## config.mk

```make
export PLATFORM = sky130hd
export DESIGN_NAME = ifetch_queue
export DESIGN_NICKNAME = d
export VERILOG_FILES = /design/src/rtl/ifetch_queue_pkg.sv /design/src/rtl/ifetch_queue_chk.sv /design/src/rtl/ifetch_queue_fifo.sv /design/src/rtl/ifetch_queue.sv
export SDC_FILE = /design/constraint.sdc
export NUM_CORES = 1
export LEC_CHECK = 0
export ABC_CLOCK_PERIOD_IN_PS = 9700
export CAP_MARGIN = 20
export CORE_MARGIN = 8
export CORE_UTILIZATION = 53
export DETAILED_ROUTE_END_ITERATION = 6
export PLACE_DENSITY = 0.88
export SYNTH_ARGS = -nofsm -noshare
export SYNTH_HDL_FRONTEND = slang
export SYNTH_SLANG_ARGS = --single-unit
```

## constraint.sdc

```tcl
create_clock -name clk -period 9.7 [get_ports clk]
set_input_delay 1.94 -clock clk [delete_from_list [all_inputs] [get_ports clk]]
set_output_delay 1.94 -clock clk [all_outputs]
set_load 0.02 [all_outputs]
```

## src/rtl/ifetch_queue_pkg.sv

```systemverilog
// Shared types and defaults for the instruction prefetch queue.
// The optional same-cycle response bypass is enabled by defining IFETCH_BYPASS_EN.
package ifetch_queue_pkg;

  localparam int          IFQ_DEPTH_DEFAULT    = 4;
  localparam logic [31:0] IFQ_RESET_PC_DEFAULT = 32'h0000_0000;
  localparam int          INST_WIDTH           = 32;
  localparam logic [31:0] PC_STEP              = 32'd4;

  // FETCH: no stale responses owed. DRAIN: discarding responses from before a redirect.
  typedef enum logic [0:0] {
    ST_FETCH = 1'b0,
    ST_DRAIN = 1'b1
  } ifq_state_e;

  // One buffered instruction together with the address it was fetched from.
  typedef struct packed {
    logic [31:0]           pc;
    logic [INST_WIDTH-1:0] ir;
  } ifq_entry_t;

  // Fetch addresses are always word aligned; the low two bits are discarded.
  function automatic logic [31:0] align_pc(input logic [31:0] pc);
    return {pc[31:2], 2'b00};
  endfunction

endpackage

```

## src/rtl/ifetch_queue_chk.sv

```systemverilog
// Structural invariants of the prefetch queue: the credit scheme must never
// let a response push into a full queue, and owed responses stay bounded.
module ifetch_queue_chk #(
  parameter int DEPTH = 4,
  parameter int CW    = $clog2(DEPTH + 1)
) (
  input logic          clk,
  input logic          rst_n,
  input logic          push,
  input logic          pop,
  input logic [CW-1:0] count,
  input logic [CW-1:0] outstanding,
  input logic [CW-1:0] drop
);

  logic [CW:0] credit_s;

  // Combined occupancy used by the credit invariant.
  always_comb begin
    credit_s = {1'b0, count} + {1'b0, outstanding};
  end

  a_no_overflow: assert property (@(posedge clk) disable iff (!rst_n)
    !(push && !pop && (count == CW'(DEPTH))));

  a_credit: assert property (@(posedge clk) disable iff (!rst_n)
    credit_s <= (CW + 1)'(DEPTH));

  a_drop_owed: assert property (@(posedge clk) disable iff (!rst_n)
    drop <= outstanding);

endmodule

```

## src/rtl/ifetch_queue_fifo.sv

```systemverilog
// Synchronous FIFO holding {pc, ir} entries. Flush empties it in one cycle.
// A pop on an empty FIFO is ignored; a push into a full FIFO is only accepted
// when a pop happens in the same cycle.
module ifetch_fifo
  import ifetch_queue_pkg::*;
#(
  parameter int DEPTH = IFQ_DEPTH_DEFAULT,
  parameter int CW    = $clog2(DEPTH + 1)
) (
  input  logic          clk,
  input  logic          rst_n,
  input  logic          flush,
  input  logic          push,
  input  ifq_entry_t    push_data,
  input  logic          pop,
  output ifq_entry_t    head_data,
  output logic [CW-1:0] count
);

  localparam int            AW      = $clog2(DEPTH);
  localparam logic [CW-1:0] DEPTH_C = CW'(DEPTH);

  ifq_entry_t    mem_r [DEPTH];
  logic [AW-1:0] wptr_r;
  logic [AW-1:0] rptr_r;
  logic [CW-1:0] count_r;
  logic          do_push_s;
  logic          do_pop_s;

  // Qualify push/pop against the current occupancy.
  always_comb begin
    do_pop_s  = pop && (count_r != {CW{1'b0}});
    do_push_s = push && ((count_r != DEPTH_C) || do_pop_s);
  end

  // Pointer and occupancy bookkeeping; flush wins over push and pop.
  always_ff @(posedge clk or negedge rst_n) begin
    if (!rst_n) begin
      wptr_r  <= {AW{1'b0}};
      rptr_r  <= {AW{1'b0}};
      count_r <= {CW{1'b0}};
    end else if (flush) begin
      wptr_r  <= {AW{1'b0}};
      rptr_r  <= {AW{1'b0}};
      count_r <= {CW{1'b0}};
    end else begin
      if (do_push_s) wptr_r <= wptr_r + 1'b1;
      if (do_pop_s)  rptr_r <= rptr_r + 1'b1;
      case ({do_push_s, do_pop_s})
        2'b10:   count_r <= count_r + 1'b1;
        2'b01:   count_r <= count_r - 1'b1;
        default: count_r <= count_r;
      endcase
    end
  end

  // Entry storage; contents are only observed while count is non-zero.
  always_ff @(posedge clk) begin
    if (do_push_s && !flush) mem_r[wptr_r] <= push_data;
  end

  assign head_data = mem_r[rptr_r];
  assign count     = count_r;

endmodule

```

## src/rtl/ifetch_queue.sv

```systemverilog
// Instruction prefetch unit: in-order word fetches under a credit limit,
// DEPTH-entry {pc, ir} queue towards decode, redirect flush with discard of
// responses still owed from before the redirect.
// Optional: IFETCH_BYPASS_EN presents a response straight to decode when the
// queue is empty and nothing stale is owed.
module ifetch_queue
  import ifetch_queue_pkg::*;
#(
  parameter int          DEPTH    = IFQ_DEPTH_DEFAULT,
  parameter logic [31:0] RESET_PC = IFQ_RESET_PC_DEFAULT
) (
  input  logic        clk,
  input  logic        rst_n,
  input  logic        redirect_valid,
  input  logic [31:0] redirect_pc,
  output logic        imem_req_valid,
  input  logic        imem_req_ready,
  output logic [31:0] imem_req_addr,
  input  logic        imem_rsp_valid,
  input  logic [31:0] imem_rsp_data,
  output logic        ir_valid,
  input  logic        ir_ready,
  output logic [31:0] ir,
  output logic [31:0] ir_pc
);

  localparam int          CW      = $clog2(DEPTH + 1);
  localparam logic [CW:0] DEPTH_W = (CW + 1)'(DEPTH);

  logic [31:0]   fpc_r;
  logic [31:0]   rpc_r;
  logic [CW-1:0] outstanding_r;
  logic [CW-1:0] drop_r;
  ifq_state_e    state_r;
  ifq_state_e    state_nxt_s;

  logic [CW-1:0] fifo_count_s;
  ifq_entry_t    fifo_head_s;
  ifq_entry_t    push_entry_s;
  logic [CW:0]   credit_s;
  logic          req_valid_s;
  logic          req_fire_s;
  logic          rsp_keep_s;
  logic          bypass_s;
  logic          push_s;
  logic          pop_s;
  logic          ir_valid_s;
  logic [CW-1:0] outstanding_nxt_s;
  logic [CW-1:0] drop_nxt_s;

  // Handshake qualification: credit-limited requests, redirect suppresses everything.
  always_comb begin
    credit_s    = {1'b0, fifo_count_s} + {1'b0, outstanding_r};
    req_valid_s = rst_n && !redirect_valid && (credit_s < DEPTH_W);
    req_fire_s  = req_valid_s && imem_req_ready;
    rsp_keep_s  = imem_rsp_valid && (drop_r == {CW{1'b0}}) && !redirect_valid;
`ifdef IFETCH_BYPASS_EN
    bypass_s    = rsp_keep_s && (fifo_count_s == {CW{1'b0}});
`else
    bypass_s    = 1'b0;
`endif
    ir_valid_s  = !redirect_valid && ((fifo_count_s != {CW{1'b0}}) || bypass_s);
    pop_s       = ir_valid_s && ir_ready && (fifo_count_s != {CW{1'b0}});
    push_s      = rsp_keep_s && !(bypass_s && ir_ready);
    push_entry_s.pc = rpc_r;
    push_entry_s.ir = imem_rsp_data;
  end

  // Owed-response accounting; on redirect every response still owed becomes stale.
  always_comb begin
    if (req_fire_s && !imem_rsp_valid) begin
      outstanding_nxt_s = outstanding_r + 1'b1;
    end else if (!req_fire_s && imem_rsp_valid) begin
      outstanding_nxt_s = outstanding_r - 1'b1;
    end else begin
      outstanding_nxt_s = outstanding_r;
    end
    if (redirect_valid) begin
      drop_nxt_s = outstanding_nxt_s;
    end else if (imem_rsp_valid && (drop_r != {CW{1'b0}})) begin
      drop_nxt_s = drop_r - 1'b1;
    end else begin
      drop_nxt_s = drop_r;
    end
  end

  // Next-state logic: DRAIN while stale responses are still owed.
  always_comb begin
    state_nxt_s = state_r;
    case (state_r)
      ST_FETCH: begin
        if (redirect_valid && (drop_nxt_s != {CW{1'b0}})) state_nxt_s = ST_DRAIN;
        else state_nxt_s = ST_FETCH;
      end
      ST_DRAIN: begin
        if (drop_nxt_s == {CW{1'b0}}) state_nxt_s = ST_FETCH;
        else state_nxt_s = ST_DRAIN;
      end
      default: state_nxt_s = ST_FETCH;
    endcase
  end

  // Fetch/return PCs, counters and FSM state.
  always_ff @(posedge clk or negedge rst_n) begin
    if (!rst_n) begin
      fpc_r         <= RESET_PC;
      rpc_r         <= RESET_PC;
      outstanding_r <= {CW{1'b0}};
      drop_r        <= {CW{1'b0}};
      state_r       <= ST_FETCH;
    end else begin
      outstanding_r <= outstanding_nxt_s;
      drop_r        <= drop_nxt_s;
      state_r       <= state_nxt_s;
      if (redirect_valid) begin
        fpc_r <= align_pc(redirect_pc);
        rpc_r <= align_pc(redirect_pc);
      end else begin
        if (req_fire_s) fpc_r <= fpc_r + PC_STEP;
        if (rsp_keep_s) rpc_r <= rpc_r + PC_STEP;
      end
    end
  end

  ifetch_fifo #(
    .DEPTH(DEPTH),
    .CW   (CW)
  ) u_fifo (
    .clk      (clk),
    .rst_n    (rst_n),
    .flush    (redirect_valid),
    .push     (push_s),
    .push_data(push_entry_s),
    .pop      (pop_s),
    .head_data(fifo_head_s),
    .count    (fifo_count_s)
  );

  ifetch_queue_chk #(
    .DEPTH(DEPTH),
    .CW   (CW)
  ) u_chk (
    .clk        (clk),
    .rst_n      (rst_n),
    .push       (push_s),
    .pop        (pop_s),
    .count      (fifo_count_s),
    .outstanding(outstanding_r),
    .drop       (drop_r)
  );

  // Decode-side view: queue head, else the bypassed response, else idle values.
  always_comb begin
    if (fifo_count_s != {CW{1'b0}}) begin
      ir    = fifo_head_s.ir;
      ir_pc = fifo_head_s.pc;
    end else if (bypass_s) begin
      ir    = imem_rsp_data;
      ir_pc = rpc_r;
    end else begin
      ir    = 32'h0000_0000;
      ir_pc = RESET_PC;
    end
  end

  assign imem_req_valid = req_valid_s;
  assign imem_req_addr  = fpc_r;
  assign ir_valid       = ir_valid_s;

endmodule
```

; ---- Word level (Yosys, flattened, before mapping)
; Memory sizes are Yosys's and may differ from the RTL's.
; Index checks and enable logic that the tools add are counted.
[totals]
register_bits = 77
mem_bits_rw = 256
in_bits = 70
n_memories = 1
[mem_list]
columns = memory, words, width, read_ports, rd_ports_with_merged_regs, wr, line_no
row1 = u_fifo.mem_r, 4, 64, 1, 0, 1, ifetch_queue_fifo.sv:23  ; ifq_entry_t mem_r [DEPTH];
[op_classes]
n_addsub = 10
order_cmp = 1
eq_ne = 3
muxes = 18
reduce_logical = 27
[ops]
columns = operator, n
row1 = $mux W32, 6
row2 = $add A32 B3 Y32 const B, 2
row3 = $mux W3, 5
row4 = $logic_and A1 B1 Y1, 14
row5 = $reduce_bool A2 Y1, 5
row6 = $reduce_bool A3 Y1, 3
row7 = $sub A3 B1 Y3 const B, 3
row8 = $mux W2, 4
row9 = $add A3 B1 Y3 const B, 2
row10 = $pmux W3 S2, 1
row11 = $add A2 B1 Y2 const B, 2
row12 = $add A3 B3 Y4, 1
row13 = $lt A4 B3 Y1 const B, 1
row14 = $logic_not A1 Y1, 3
row15 = $logic_not A3 Y1, 1
row16 = $ne A3 B3 Y1 const B, 1
row17 = $eq A2 B1 Y1 const B, 1
row18 = $eq A2 B2 Y1 const B, 1
row19 = $mux W1, 2
row20 = $logic_or A1 B1 Y1, 1

; ---- Longest topological paths before layout
[depth]
word_depth = 10
ltp_mapped = 10

; ---- Cells and area by module
; Synthesis repeated with hierarchy kept, for this count alone.
[unflattened]
hier_cells = 893
hier_area_um2 = 14062.2
[modules_own_cells]
columns = mod, instances, cells_each, area_each_um2, seq_area_each_um2
row1 = ifetch_fifo, 1, 397, 9811.9, 7862.5
row2 = ifetch_queue, 1, 496, 4250.3, 1651.6

; ---- Worst setup path after synthesis
; OpenSTA, ideal clock, no wires.
[synth_path]
path_type = input -> register
from = input port imem_rsp_valid
to = memory u_fifo.mem_r[0][0] in the netlist's numbering, enable pin
arrival_ps = 4437
required_ps = 9274
setup_slack_ps = 4837
cell_stages = 5
n_path_buf = 2
cell_sequence = buf_4 > nand3b_1 > clkbuf_1 > nor3_1 > and2_1
[synth_via]
elab_chain_len = 6
[synth_rtl]
columns = element, line_no
row1 = from (decl), ifetch_queue.sv:19  ; input logic imem_rsp_valid,
row2 = $logic_and A1 B1 Y1 (2 in series), ifetch_queue.sv:56  ; rsp_keep_s = imem_rsp_valid && (drop_r == {CW{1'b0}}) && !redirect_valid;
row3 = $logic_and A1 B1 Y1, ifetch_queue_fifo.sv:33  ; do_push_s = push && ((count_r != DEPTH_C) || do_pop_s);
row4 = $logic_and A1 B1 Y1, ifetch_queue_fifo.sv:59  ; if (do_push_s && !flush) mem_r[wptr_r] <= push_data;
row5 = $mux W1, ifetch_queue_fifo.sv:59
row6 = $mux W1 (not written as such), ifetch_queue_fifo.sv:59
row7 = to (decl), ifetch_queue_fifo.sv:23
; Every way passes these cells.

; ---- Worst setup path after layout
[layout_path]
from = input port rst_n
to = output port imem_req_valid
[layout_via]
elab_chain_len = 2
[layout_rtl]
columns = element, line_no
row1 = from (decl), ifetch_queue.sv:13  ; input logic rst_n,
row2 = $logic_and A1 B1 Y1 (2 in series), ifetch_queue.sv:54  ; req_valid_s = rst_n && !redirect_valid && (credit_s < DEPTH_W);
row3 = to (decl), ifetch_queue.sv:16  ; output logic imem_req_valid,
; Every way passes these cells.

==> impl_results.md <==
* Fmax at 168 MHz
* Final cell count without fillers at 1381
* Async S/R FF share, synth at 22.7%
* Peak VDD IR at 0.165 mV
* Power density cells at 240 nW/um^2
* Core Region at 25300 sq um
* Setup TNS at 0 ns
* Most used DFF post-synth: edfxtp_1
* Slowest stage delay, CP at 0.70 ns
* Post-Route Skew at 0.0287 ns
* Hold Path End: outstanding_r[2]
* Total Power at 4.01 mW
* Share of cells above drive strength 1 at 14.8%
* Reg-to-Reg Start: drop_r[0]
* Io pins at 168
* Worst r2r path cells at 6
* Drt drc at 0
* Min-delay worst type: reg2reg
* Post-route ant nets at 0
* DRT Wirelength at 29900 um
* Die width at 176 um
* EDFF count, synth at 248
* Placed Cells at 1318
* Pre-CTS setup slack at 3.71 ns
* Total Routing Usage GR at 19.2%
* Status: finished, final reports clean
* Post-CTS Hold Fix Bufs at 0
* Hold WS at 0.535 ns
* Type of origin of the critical path: input port
* GRT Residual Overflow at 0
* Critical-path cell list: buf_2 > buf_4 > nor4b_2 > and3_1 > clkdlybuf4s50_1
* Global placer's final weighted congestion at 0.871
* Slowest-stage cell, CP: buf_4
* Final setup vio count at 0
* Synthesis-to-layout area growth at 22.3%
* Via count at 8125
* Crit Path Category: in2out
* Global-route wire length before repair at 46900 um
* Row Count at 58
* Vias in the first global route at 8545
* R2R Setup Slk at 6.42 ns
* Setup crit end kind: output pin
* Worst Tran Pin Value at 1.03 ns
* Leak at 5.66 nW
* Clk sinks at 321
* #FFs+latches synth at 321
* Crit path time final at 5.95 ns
* # nets final at 1108
* DR vias/cell at 5.88
* Initial antenna violation count at 0
* Post-cts repair resize count at 0
* Buffer and inverter count on the worst path at 3
* CP top delay family: buffers and inverters
* Die Y-Extent at 176 um
* Worst relative slew slack at 30.8%
* HP Start: outstanding_r[2]
* Final cycle utilization of the critical path at 61.3%
* N_diodes at 0
* Synthesized area per cell at 15.9 sq um
* Total CTS buffers at 35
* Initial cell density of the core at 54.0%
* First DRT Iteration DRCs at 619
* WL per Instance at 21.6 um
* CTS clock-pin slew for the worst setup and hold paths at 0.06 ns
* TritonRoute pass-1 iters at 5
* CTS tree: built
* Clock Path Buffers at 3
* Post-DP HPWL at 18600 um
* Clk_lat worst skew at 0.51 ns
* Final Slew Violations at 0
* Worst Path Arrival at 4.01 ns
* Post-CTS Setup Bufs at 0
* Filler Cells Inserted at 1737
* Yosys warnings at 0
* Yosys cell types at 58
* Full die area at 31100 sq um
* Critical Path RT at 7.76 ns
* Mapped Cells at 860
* Design area at 16700 sq um
* RSZ-0062 raised after global routing: no
* Multi-input gate area at 4120 sq um
* Setup slack after layout at 3.75 ns
* IO buf count at 161
* Post-place instance area at 15500 sq um
* Pin count of the biggest net entering global routing at 75
* Post-Syn Area at 13600 sq um
* H-tree depth at 2
* Fin util at 66.0%
* Max cap viols at 0
* Sequential share of the synthesized area at 68.0%
* WHS Path Cells at 1
* Register area at 9280 sq um
* Fin. Hold Viols at 0
* CP Max Fanout at 74
* Reg-to-Reg End: u_fifo.mem_r[2][10]
* Root Buffer: clkbuf_16
report_power, final:
part	switching [mW]	total [mW]	internal, mW
Combinational	0.528	1.04	0.512
Sequential	0.106	1.67	1.57
Clock	0.517	1.29	0.778
Total	1.15	4.01	2.86
Yosys cell counts, types with 4 or more instances:
| cell type | number | area share [%] |
|---|---|---|
| a21boi_0 | 4 | 0.22 |
| a21oi_1 | 10 | 0.37 |
| a31oi_1 | 5 | 0.23 |
| and2_1 | 70 | 3.2 |
| and3_1 | 12 | 0.55 |
| buf_2 | 9 | 0.33 |
| buf_4 | 5 | 0.28 |
| clkbuf_1 | 30 | 0.83 |
| dfrtp_1 | 73 | 13 |
| edfxtp_1 | 248 | 55 |
| ha_1 | 12 | 1.1 |
| inv_1 | 13 | 0.36 |
| mux2_2 | 6 | 0.50 |
| mux2i_1 | 5 | 0.37 |
| mux4_2 | 62 | 10 |
| nand2_1 | 59 | 1.6 |
| nand3_1 | 29 | 1.1 |
| nand4_1 | 22 | 1.0 |
| nor2_1 | 26 | 0.72 |
| nor3_1 | 9 | 0.33 |
| o211ai_1 | 9 | 0.50 |
| o21ai_0 | 35 | 1.3 |
| o21ai_1 | 6 | 0.22 |
| o311ai_0 | 5 | 0.32 |
| or3_1 | 4 | 0.18 |
| xnor2_1 | 23 | 1.5 |
| xor2_1 | 19 | 1.2 |
registers in the layout, indices dropped and copies added, names as in the netlist:
name	cells
u_fifo.count	3
u_fifo.mem_r	248
drop_r	3
u_fifo.rptr_r	2
rpc_r	30
outstanding_r	3
u_fifo.wptr_r	2
imem_req_addr	30
cells by family (layout without fill, tap and decap cells):
logic type | count (synthesis) | count (layout) | share of synthesized area, %
DFF | 321 | 321 | 68.0
and+or+nand+nor | 259 | 259 | 10.8
AOI/OAI and AO/OA | 91 | 91 | 4.18
muxes | 73 | 73 | 11.1
buffers and inverters | 60 | 248 | 1.93
xor gates and xnor gates | 42 | 42 | 2.70
adders and majority gates | 13 | 13 | 1.25
other | 1 | 4 | 0.0275
cell type report:
cell class,instances,area share (%)
multi-input combinational,482,24.7
timing repair buffer,171,10.1
inverter,14,0.315
clock buffer,43,5.69
tap,330,2.48
clock inverter,20,1.12
sequential,321,55.6
worst max path at each step:
stage / start / end / slack (ns) / cells past startpoint
after floorplan: imem_rsp_valid / u_fifo.mem_r[0][0] / 4.84 / 5
after global placement: rst_n / imem_req_valid / 3.72 / 5
after detailed placement: rst_n / imem_req_valid / 3.71 / 5
after CTS: rst_n / imem_req_valid / 3.69 / 5
after global routing: rst_n / imem_req_valid / 3.53 / 5
final: rst_n / imem_req_valid / 3.75 / 5
cell usage in the layout, fill, tap and decap left out, types with 5 or more instances in the layout:
| master | Yosys | layout |
|---|---|---|
| and2_1 | 70 | 66 |
| clkinv_2 | 0 | 8 |
| mux2_2 | 6 | 6 |
| and3_1 | 12 | 12 |
| clkdlybuf4s50_1 | 0 | 159 |
| buf_4 | 5 | 10 |
| o311ai_0 | 5 | 5 |
| a31oi_1 | 5 | 5 |
| xnor2_1 | 23 | 23 |
| ha_1 | 12 | 12 |
| edfxtp_1 | 248 | 248 |
| a21oi_1 | 10 | 10 |
| o21ai_0 | 35 | 35 |
| nor2_1 | 26 | 26 |
| mux4_2 | 62 | 62 |
| nand3_1 | 29 | 29 |
| nor3_1 | 9 | 9 |
| clkinvlp_4 | 0 | 6 |
| o21ai_1 | 6 | 6 |
| clkbuf_16 | 0 | 37 |
| o211ai_1 | 9 | 9 |
| nand4_1 | 22 | 22 |
| clkbuf_1 | 30 | 6 |
| xor2_1 | 19 | 19 |
| mux2i_1 | 5 | 5 |
| nand2_1 | 59 | 59 |
| inv_1 | 13 | 13 |
| dfrtp_1 | 73 | 71 |
per-layer routing:
layer	GRT usage, %	part of all wire (%)	up-vias
met2	32.1	49	307
met1	24.7	41	4136
met3	4.89	7.7	46
met5	0	0	-
met4	5.43	2.0	0
li1	-	-	3636
worst register-to-register path: cells and delay by family, from the launching register on:
family / cells / cell delay, ns
and+or+nand+nor: 3 / 1.43
buffers and inverters: 2 / 0.85
DFF: 1 / 0.36
adders and majority gates: 1 / 0.23
Power figures use the tool's default switching activity.
